--- config.mk ---
export PLATFORM = sky130hd
export DESIGN_NAME = instruction_fetch_queue_porc2
export DESIGN_NICKNAME = d
export VERILOG_FILES = /design/src/rtl/instruction_fetch_queue_porc2.sv
export SDC_FILE = /design/constraint.sdc
export NUM_CORES = 1
export LEC_CHECK = 0
export CORE_ASPECT_RATIO = 1.5
export CORE_UTILIZATION = 53
export CTS_BUF_LIST = sky130_fd_sc_hd__clkbuf_4 sky130_fd_sc_hd__clkbuf_8
export DETAILED_ROUTE_END_ITERATION = 10
export GPL_TIMING_DRIVEN = 0
export PLACE_DENSITY = 0.78
export SYNTH_ARGS = -nofsm -noshare
export SYNTH_HDL_FRONTEND = slang
export SYNTH_SLANG_ARGS = --single-unit
--- constraint.sdc ---
create_clock -name clk -period 4.1 [get_ports clk]
set_clock_uncertainty 0.15 [all_clocks]
set_input_delay 0.615 -clock clk [delete_from_list [all_inputs] [get_ports clk]]
set_output_delay 0.615 -clock clk [all_outputs]
set_load 0.01 [all_outputs]
--- src/rtl/instruction_fetch_queue_porc2.sv ---
// Fetch-side producer: issues sequential word reads, buffers in-order responses with their PC tags,
// and presents the queue head to decode. Supports branch redirect (flush + stale drop) and halt.
module instruction_fetch_queue_porc2 #(
  parameter int          ADDRBITWIDTH = 16,
  parameter int          QUEUEDEPTH   = 4,
  parameter int unsigned RESETVECTOR  = 0
) (
  input  logic                    clk,
  input  logic                    async_rst_n,
  input  logic                    clk_en,
  output logic                    FetchReqValid,
  input  logic                    FetchReqReady,
  output logic [ADDRBITWIDTH-1:0] FetchReqAddr,
  input  logic                    FetchRespValid,
  input  logic [15:0]             FetchRespData,
  output logic                    FetchedInstructionValid,
  output logic [15:0]             FetchedInstruction,
  output logic [ADDRBITWIDTH-1:0] FetchedInstructionPC,
  input  logic                    DecodeReady,
  input  logic                    RedirectValid,
  input  logic [ADDRBITWIDTH-1:0] RedirectAddr,
  input  logic                    Halt
);

  localparam int IW = $clog2(QUEUEDEPTH);
  localparam int CW = IW + 1;
  localparam logic [CW:0] DEPTH_W = (CW+1)'(QUEUEDEPTH);
  localparam logic [ADDRBITWIDTH-1:0] RESET_PC = ADDRBITWIDTH'(RESETVECTOR);

  typedef enum logic {
    RUN    = 1'b0,
    HALTED = 1'b1
  } state_t;

  state_t                  state_q;
  logic [ADDRBITWIDTH-1:0] pc_q, pc_d;
  logic [CW-1:0]           out_q, out_d;
  logic [CW-1:0]           drop_q, drop_d;
  logic [CW-1:0]           occ_q, occ_d;
  logic [IW-1:0]           rd_ptr_q, rd_ptr_d;
  logic [IW-1:0]           wr_ptr_q, wr_ptr_d;
  logic [IW-1:0]           tag_rd_q, tag_rd_d;
  logic [IW-1:0]           tag_wr_q, tag_wr_d;

  logic [15:0]             word_mem [QUEUEDEPTH];
  logic [ADDRBITWIDTH-1:0] pc_mem   [QUEUEDEPTH];
  // Addresses of requests still in flight, consumed in order as responses return.
  logic [ADDRBITWIDTH-1:0] tag_mem  [QUEUEDEPTH];

  logic credit;
  logic req_valid;
  logic req_fire;
  logic resp_fire;
  logic resp_keep;
  logic head_valid;
  logic deq;

  // Stale in-flight requests still hold a slot, so they count against the credit.
  assign credit     = ({1'b0, out_q} + {1'b0, occ_q}) < DEPTH_W;
  assign req_valid  = async_rst_n & clk_en & (state_q == RUN) & ~Halt & ~RedirectValid & credit;
  assign req_fire   = req_valid & FetchReqReady;
  assign resp_fire  = clk_en & FetchRespValid & (out_q != '0);
  assign resp_keep  = resp_fire & (drop_q == '0) & ~RedirectValid;
  assign head_valid = (occ_q != '0);
  assign deq        = clk_en & head_valid & DecodeReady & ~RedirectValid;

  assign FetchReqValid           = req_valid;
  assign FetchReqAddr            = pc_q;
  assign FetchedInstructionValid = head_valid;
  assign FetchedInstruction      = head_valid ? word_mem[rd_ptr_q] : 16'h0000;
  assign FetchedInstructionPC    = head_valid ? pc_mem[rd_ptr_q] : '0;

  always_comb begin
    pc_d     = pc_q;
    out_d    = out_q;
    drop_d   = drop_q;
    occ_d    = occ_q;
    rd_ptr_d = rd_ptr_q;
    wr_ptr_d = wr_ptr_q;
    tag_rd_d = tag_rd_q;
    tag_wr_d = tag_wr_q;
    if (clk_en) begin
      out_d    = out_q + CW'(req_fire) - CW'(resp_fire);
      tag_wr_d = tag_wr_q + IW'(req_fire);
      tag_rd_d = tag_rd_q + IW'(resp_fire);
      if (RedirectValid) begin
        // Everything still in flight after this cycle's response belongs to the old path.
        pc_d     = RedirectAddr;
        drop_d   = out_q - CW'(resp_fire);
        occ_d    = '0;
        rd_ptr_d = '0;
        wr_ptr_d = '0;
      end else begin
        if (req_fire) begin
          pc_d = pc_q + ADDRBITWIDTH'(1);
        end
        if (resp_fire && (drop_q != '0)) begin
          drop_d = drop_q - CW'(1);
        end
        occ_d    = occ_q + CW'(resp_keep) - CW'(deq);
        wr_ptr_d = wr_ptr_q + IW'(resp_keep);
        rd_ptr_d = rd_ptr_q + IW'(deq);
      end
    end
  end

  always_ff @(posedge clk or negedge async_rst_n) begin
    if (!async_rst_n) begin
      state_q  <= RUN;
      pc_q     <= RESET_PC;
      out_q    <= '0;
      drop_q   <= '0;
      occ_q    <= '0;
      rd_ptr_q <= '0;
      wr_ptr_q <= '0;
      tag_rd_q <= '0;
      tag_wr_q <= '0;
    end else begin
      if (clk_en) begin
        if (RedirectValid) begin
          state_q <= RUN;
        end else if (Halt) begin
          state_q <= HALTED;
        end
      end
      pc_q     <= pc_d;
      out_q    <= out_d;
      drop_q   <= drop_d;
      occ_q    <= occ_d;
      rd_ptr_q <= rd_ptr_d;
      wr_ptr_q <= wr_ptr_d;
      tag_rd_q <= tag_rd_d;
      tag_wr_q <= tag_wr_d;
    end
  end

  // Storage only; validity is carried entirely by the pointers and counters above.
  always_ff @(posedge clk) begin
    if (req_fire) begin
      tag_mem[tag_wr_q] <= pc_q;
    end
    if (resp_keep) begin
      word_mem[wr_ptr_q] <= FetchRespData;
      pc_mem[wr_ptr_q]   <= tag_mem[tag_rd_q];
    end
  end

endmodule
======== After elaboration in Yosys (flattened, before gate mapping) ========
Memories as Yosys holds them, arrays and structs flattened.
Cells that the tools add are included.
storage, ports and cells
  latch bits .............................. 0
  input port bits ......................... 40
  memories kept ........................... 3
  register bits ........................... 34
  memory bits (writable) .................. 192
  logic and storage cells ................. 67
  output and inout port bits .............. 50
  ROM bits ................................ 0
operators by class
  magnitude comparators ................... 1
  multiply operators ...................... 0
  eq/ne operators ......................... 0
  shift operators ......................... 0
  divide/modulo/power cells ............... 0
  reductions and logical operators ........ 11
  muxes and demuxes ....................... 15
  bitwise gates (word level) .............. 16
  add/sub/neg operators ................... 12
memory list
  name      words  width  rd ports  clocked after memory_dff  wr ports  line  text
  pc_mem    4      16     1         0                         1         46    logic [ADDRBITWIDTH-1:0] pc_mem [QUEUEDEPTH];
  tag_mem   4      16     1         0                         1         48    logic [ADDRBITWIDTH-1:0] tag_mem [QUEUEDEPTH];
  word_mem  4      16     1         0                         1         45    logic [15:0] word_mem [QUEUEDEPTH];
operator list
  cell                                                 number
  two-way mux 16 bit                                   4
  adder 16 x 1 -> 16 bit (second input constant)       1
  bitwise AND 1 bit                                    13
  two-way mux 3 bit                                    3
  nonzero test 3 bit                                   3
  subtractor 3 x 1 -> 3 bit                            3
  adder 2 x 1 -> 2 bit                                 4
  adder 3 x 1 -> 3 bit                                 2
  two-way mux 1 bit                                    6
  AND reduction 2 bit                                  3
  nonzero test 2 bit                                   3
  adder 3 x 3 -> 4 bit                                 1
  < comparator 4 x 3 -> 1 bit (second input constant)  1
  two-way mux 2 bit                                    2
  zero test 3 bit                                      1
  NOT 1 bit                                            3
  subtractor 3 x 1 -> 3 bit (second input constant)    1
  logical AND 1 bit                                    1

======== Depth between registers and ports, before layout ========
  word-level depth ........................ 8
  gate-level depth with buffers ........... 13
  depth with buffers taken out ............ 13

======== Worst setup path after synthesis ========
Ideal clock, no wire load.
  path kind ............................... input to register
  start ................................... input port clk_en
  end ..................................... memory pc_mem[0][0], enable pin
  buffers on the path ..................... 1
  library setup time ...................... 0.461 ns
  path slack .............................. -0.029 ns
  stages on the path ...................... 4
  data arrival time ....................... 3.517 ns
  data required time ...................... 3.489 ns
  cell sequence ........................... clkbuf_8 o311ai_0 or3_1 nor3_1
on the way
  word-level cells in the longest chain between the ends .. 6
RTL lines
  item                                     line  text
  from (decl)                              10    input logic clk_en,
  bitwise AND 1 bit (2 in a row)           62    assign resp_fire = clk_en & FetchRespValid & (out_q != '0);
  bitwise AND 1 bit (2 in a row)           63    assign resp_keep = resp_fire & (drop_q == '0) & ~RedirectValid;
  two-way mux 1 bit                        142   if (resp_keep) begin
  two-way mux 1 bit (not written as such)  144   pc_mem[wr_ptr_q] <= tag_mem[tag_rd_q];
  to (decl)                                46
Every way passes these cells.

======== Final worst setup path ========
  start ................................... register occ_q[0]
  end ..................................... output port FetchedInstructionPC[9]
on the way
  word-level cells in the longest chain between the ends .. 2
RTL lines
  item                    line  text
  from (decl)             39    logic [CW-1:0] occ_q, occ_d;
  from (signal assigned)  113   occ_q <= '0;
  from (signal assigned)  129   occ_q <= occ_d;
  nonzero test 3 bit      64    assign head_valid = (occ_q != '0);
  two-way mux 16 bit      71    assign FetchedInstructionPC = head_valid ? pc_mem[rd_ptr_q] : '0;
  to (decl)               18    output logic [ADDRBITWIDTH-1:0] FetchedInstructionPC,
Every way passes these cells.

==> impl_metrics.py <==
metrics = {
    "power": {
        "p_leak_uw": 0.00384,
        "ir_drop_mv": 0.297,
        "power_density_nw_per_um2": 521,
    },
    "final_layout": {
        "antennaDiodeCount": 0,
        "fin_area_um2": 11400,
        "layout_common_cells": "edfxtp_1 (192), clkdlybuf4s50_1 (88), mux4_2 (48)",
        "utilization": 0.655,
        "stdcell_count": 907,
        "fin_nets": 730,
        "drive_gt1_frac": 0.199,
        "layout_commonest_cell": "edfxtp_1",
        "area_delta_synth_final_pct": 20.7,
    },
    "route": {
        "first_pass_iters": 4,
        "avgViaCountPerCell": 5.90,
        "wirelength_um": 19000,
        "remaining_drc_errors": 0,
        "vias": 5349,
        "routedWlPerCell_um": 20.9,
        "drt-initial-drc-count": 291,
        "ant_nets": 0,
    },
    "grt": {
        "grt_max_degree": 38,
        "grtUsageTotal": 0.216,
        "grt_pass1_vias": 5640,
        "grt_pass1_wl_um": 30400,
        "grt-ovfl-total": 0,
        "antenna_found_initial": 0,
    },
    "logic_synthesis": {
        "synthesis.nets": 599,
        "ys_ff_latch": 226,
        "synth_seq_area_share": 0.703,
        "avgSynthCellArea_um2": 17.4,
        "ys.warnings.count": 0,
        "synth-edff-count": 192,
        "synth.cell_area_um2": 9410,
        "syn_inst": 542,
        "synth_cell_types": 54,
        "async_flop_share": 0.150,
        "synth_top_area_frac": 0.613,
        "netlist_top_cells_area": "edfxtp_1 (61%), mux4_2 (11%), dfrtp_1 (9.0%), nor2b_1 (2.2%), ha_1 (2.0%)",
        "yosysTopAreaCell": "edfxtp_1",
        "ys.flop_type": "edfxtp_1",
    },
    "timing": {
        "slew_headroom": 0.348,
        "drv_slew": 0,
        "max_freq_mhz": 269,
        "fin_crit_sh": 0.907,
        "tightest_slew_ps": 971,
        "tns_ps": 0,
        "min_period_ps": 3720,
        "holdWs_ps": 31.9,
        "rsz0062_at_grt": "false",
        "hold_viol": 0,
        "setup_viol": 0,
    },
    "placed_design": {
        "dp_cells": 854,
        "portBuffers": 89,
        "dpl.hpwl_um": 13200,
        "gp_congestion": 0.914,
        "placed_area_um2": 10700,
    },
    "clocking": {
        "cts.clk_slew.worst_paths_ps": 60,
        "cts_resized": 0,
        "cts_sinks": 226,
        "ctsHoldBuffers": 0,
        "cts_setup_buffers": 0,
        "cts_buffers": 30,
        "tritoncts": "built",
        "h-tree-depth": 1,
        "clkLatencyLatePin_ps": 540,
        "cts.path.max_buffers": 3,
        "cts_root_buf": "clkbuf_8",
    },
    "setup_path": {
        "critPathSlowestCell": "nor3_1",
        "crit_path_start": "occ_q[0]$_DFFE_PN0P_",
        "end_kind": "output pin",
        "cp_slowest_stage_delay_ps": 820,
        "r2r-start": "occ_q[0]$_DFFE_PN0P_",
        "reg2reg_depth": 12,
        "crit_chain": "nor3_1 -> clkbuf_1 -> nor2b_1 -> clkdlybuf4s50_1",
        "path_max_fanout": 10,
        "crit_required_ps": 3340,
        "cp.arrival_ps": 2950,
        "ff2ff_setup_slack_ps": 710,
        "crit_type": "reg -> out",
        "startpoint_type": "flop",
    },
    "run_status": {
        "status": "finished clean",
    },
    "die": {
        "initial_core_util": 0.543,
        "die_area_um2": 18300,
        "num_io_pins": 90,
        "rows": 59,
        "core-area_um2": 17300,
        "fp.dieW_um": 111,
        "chipHeight_um": 165,
    },
    "worst_hold_path": {
        "min_path_type": "in -> async",
    },
    "run": {
        "drv_cap": 0,
    },
}
logic make-up (layout without fill, tap and decap cells):
| logic type | count (synthesis) | in the layout | synth area share |
|---|---|---|---|
| flops | 226 | 226 | 0.703 |
| simple gates | 135 | 135 | 0.0802 |
| compound gates | 57 | 57 | 0.0420 |
| mux | 54 | 54 | 0.122 |
| buf+inv | 47 | 199 | 0.0234 |
| fa+ha+maj | 17 | 17 | 0.0242 |
| xor+xnor | 6 | 6 | 0.00558 |
critical path: cells and delay by family (launching register included):
kind                   cells  cell delay (ps)
DFF                        1              450
and+or+nand+nor            2              970
buffers and inverters      2              990
cell type report:
| cell class | instances | area, µm² |
|---|---|---|
| multi-input combinational | 269 | 2610 |
| tap | 213 | 267 |
| fill | 1187 | 5980 |
| sequential | 226 | 6620 |
| clock buffer | 40 | 494 |
| inverter | 21 | 78.8 |
| timing repair buffer | 99 | 1020 |
| buffer | 26 | 141 |
| clock inverter | 13 | 133 |
where the power goes:
part	switching (µW)	internal, µW
Clock	766	968
Sequential	140	2710
Combinational	669	669
Total	1580	4350
routing by layer:
layer | up-vias | global-route usage | routed length (µm)
met4 | 0 | 0.0921 | 680
met5 | - | 0 | 0
met2 | 178 | 0.405 | 10300
li1 | 2410 | - | -
met3 | 49 | 0.0296 | 780
met1 | 2712 | 0.247 | 7180
flip-flops by register name, summed over array words and instances, names as in the netlist, 3 cells and up:
| signal | flops |
|---|---|
| FetchReqAddr | 16 |
| out_q | 3 |
| occ_q | 3 |
| word_mem | 64 |
| drop_q | 3 |
| tag_mem | 64 |
| pc_mem | 64 |
Yosys cell counts (4+ instances only):
master / number
o32ai_1: 4
clkbuf_1: 14
nor3_1: 10
o22ai_1: 8
mux2_2: 4
a21oi_1: 11
nand4_1: 4
o21ai_0: 9
nand2_1: 27
mux4_2: 48
ha_1: 15
edfxtp_1: 192
inv_1: 21
xnor2_1: 5
nand3_1: 10
nor2b_1: 33
a31oi_1: 6
and3_1: 5
dfrtp_1: 34
nor2_1: 19
a31o_2: 4
buf_2: 7
worst paths after layout:
path | endpoint
worst max-delay path | FetchedInstructionPC[9]
worst min-delay path | drop_q[0]$_DFFE_PN0P_
worst max register to register | occ_q[2]$_DFFE_PN0P_
worst min register to register | drop_q[0]$_DFFE_PN0P_
max in group asynchronous | FetchReqAddr[4]$_DFFE_PN0P_
min in group clk | drop_q[0]$_DFFE_PN0P_
metrics by stage:
step | power, µW | setup WS (ps)
finish | 5920 | 382
detailed placement | 4250 | 369
global placement | 4170 | -2230
CTS | 5970 | 317
floorplan | 3680 | -28.5
global route | 6190 | 160
(Power assumes the default switching activity.)
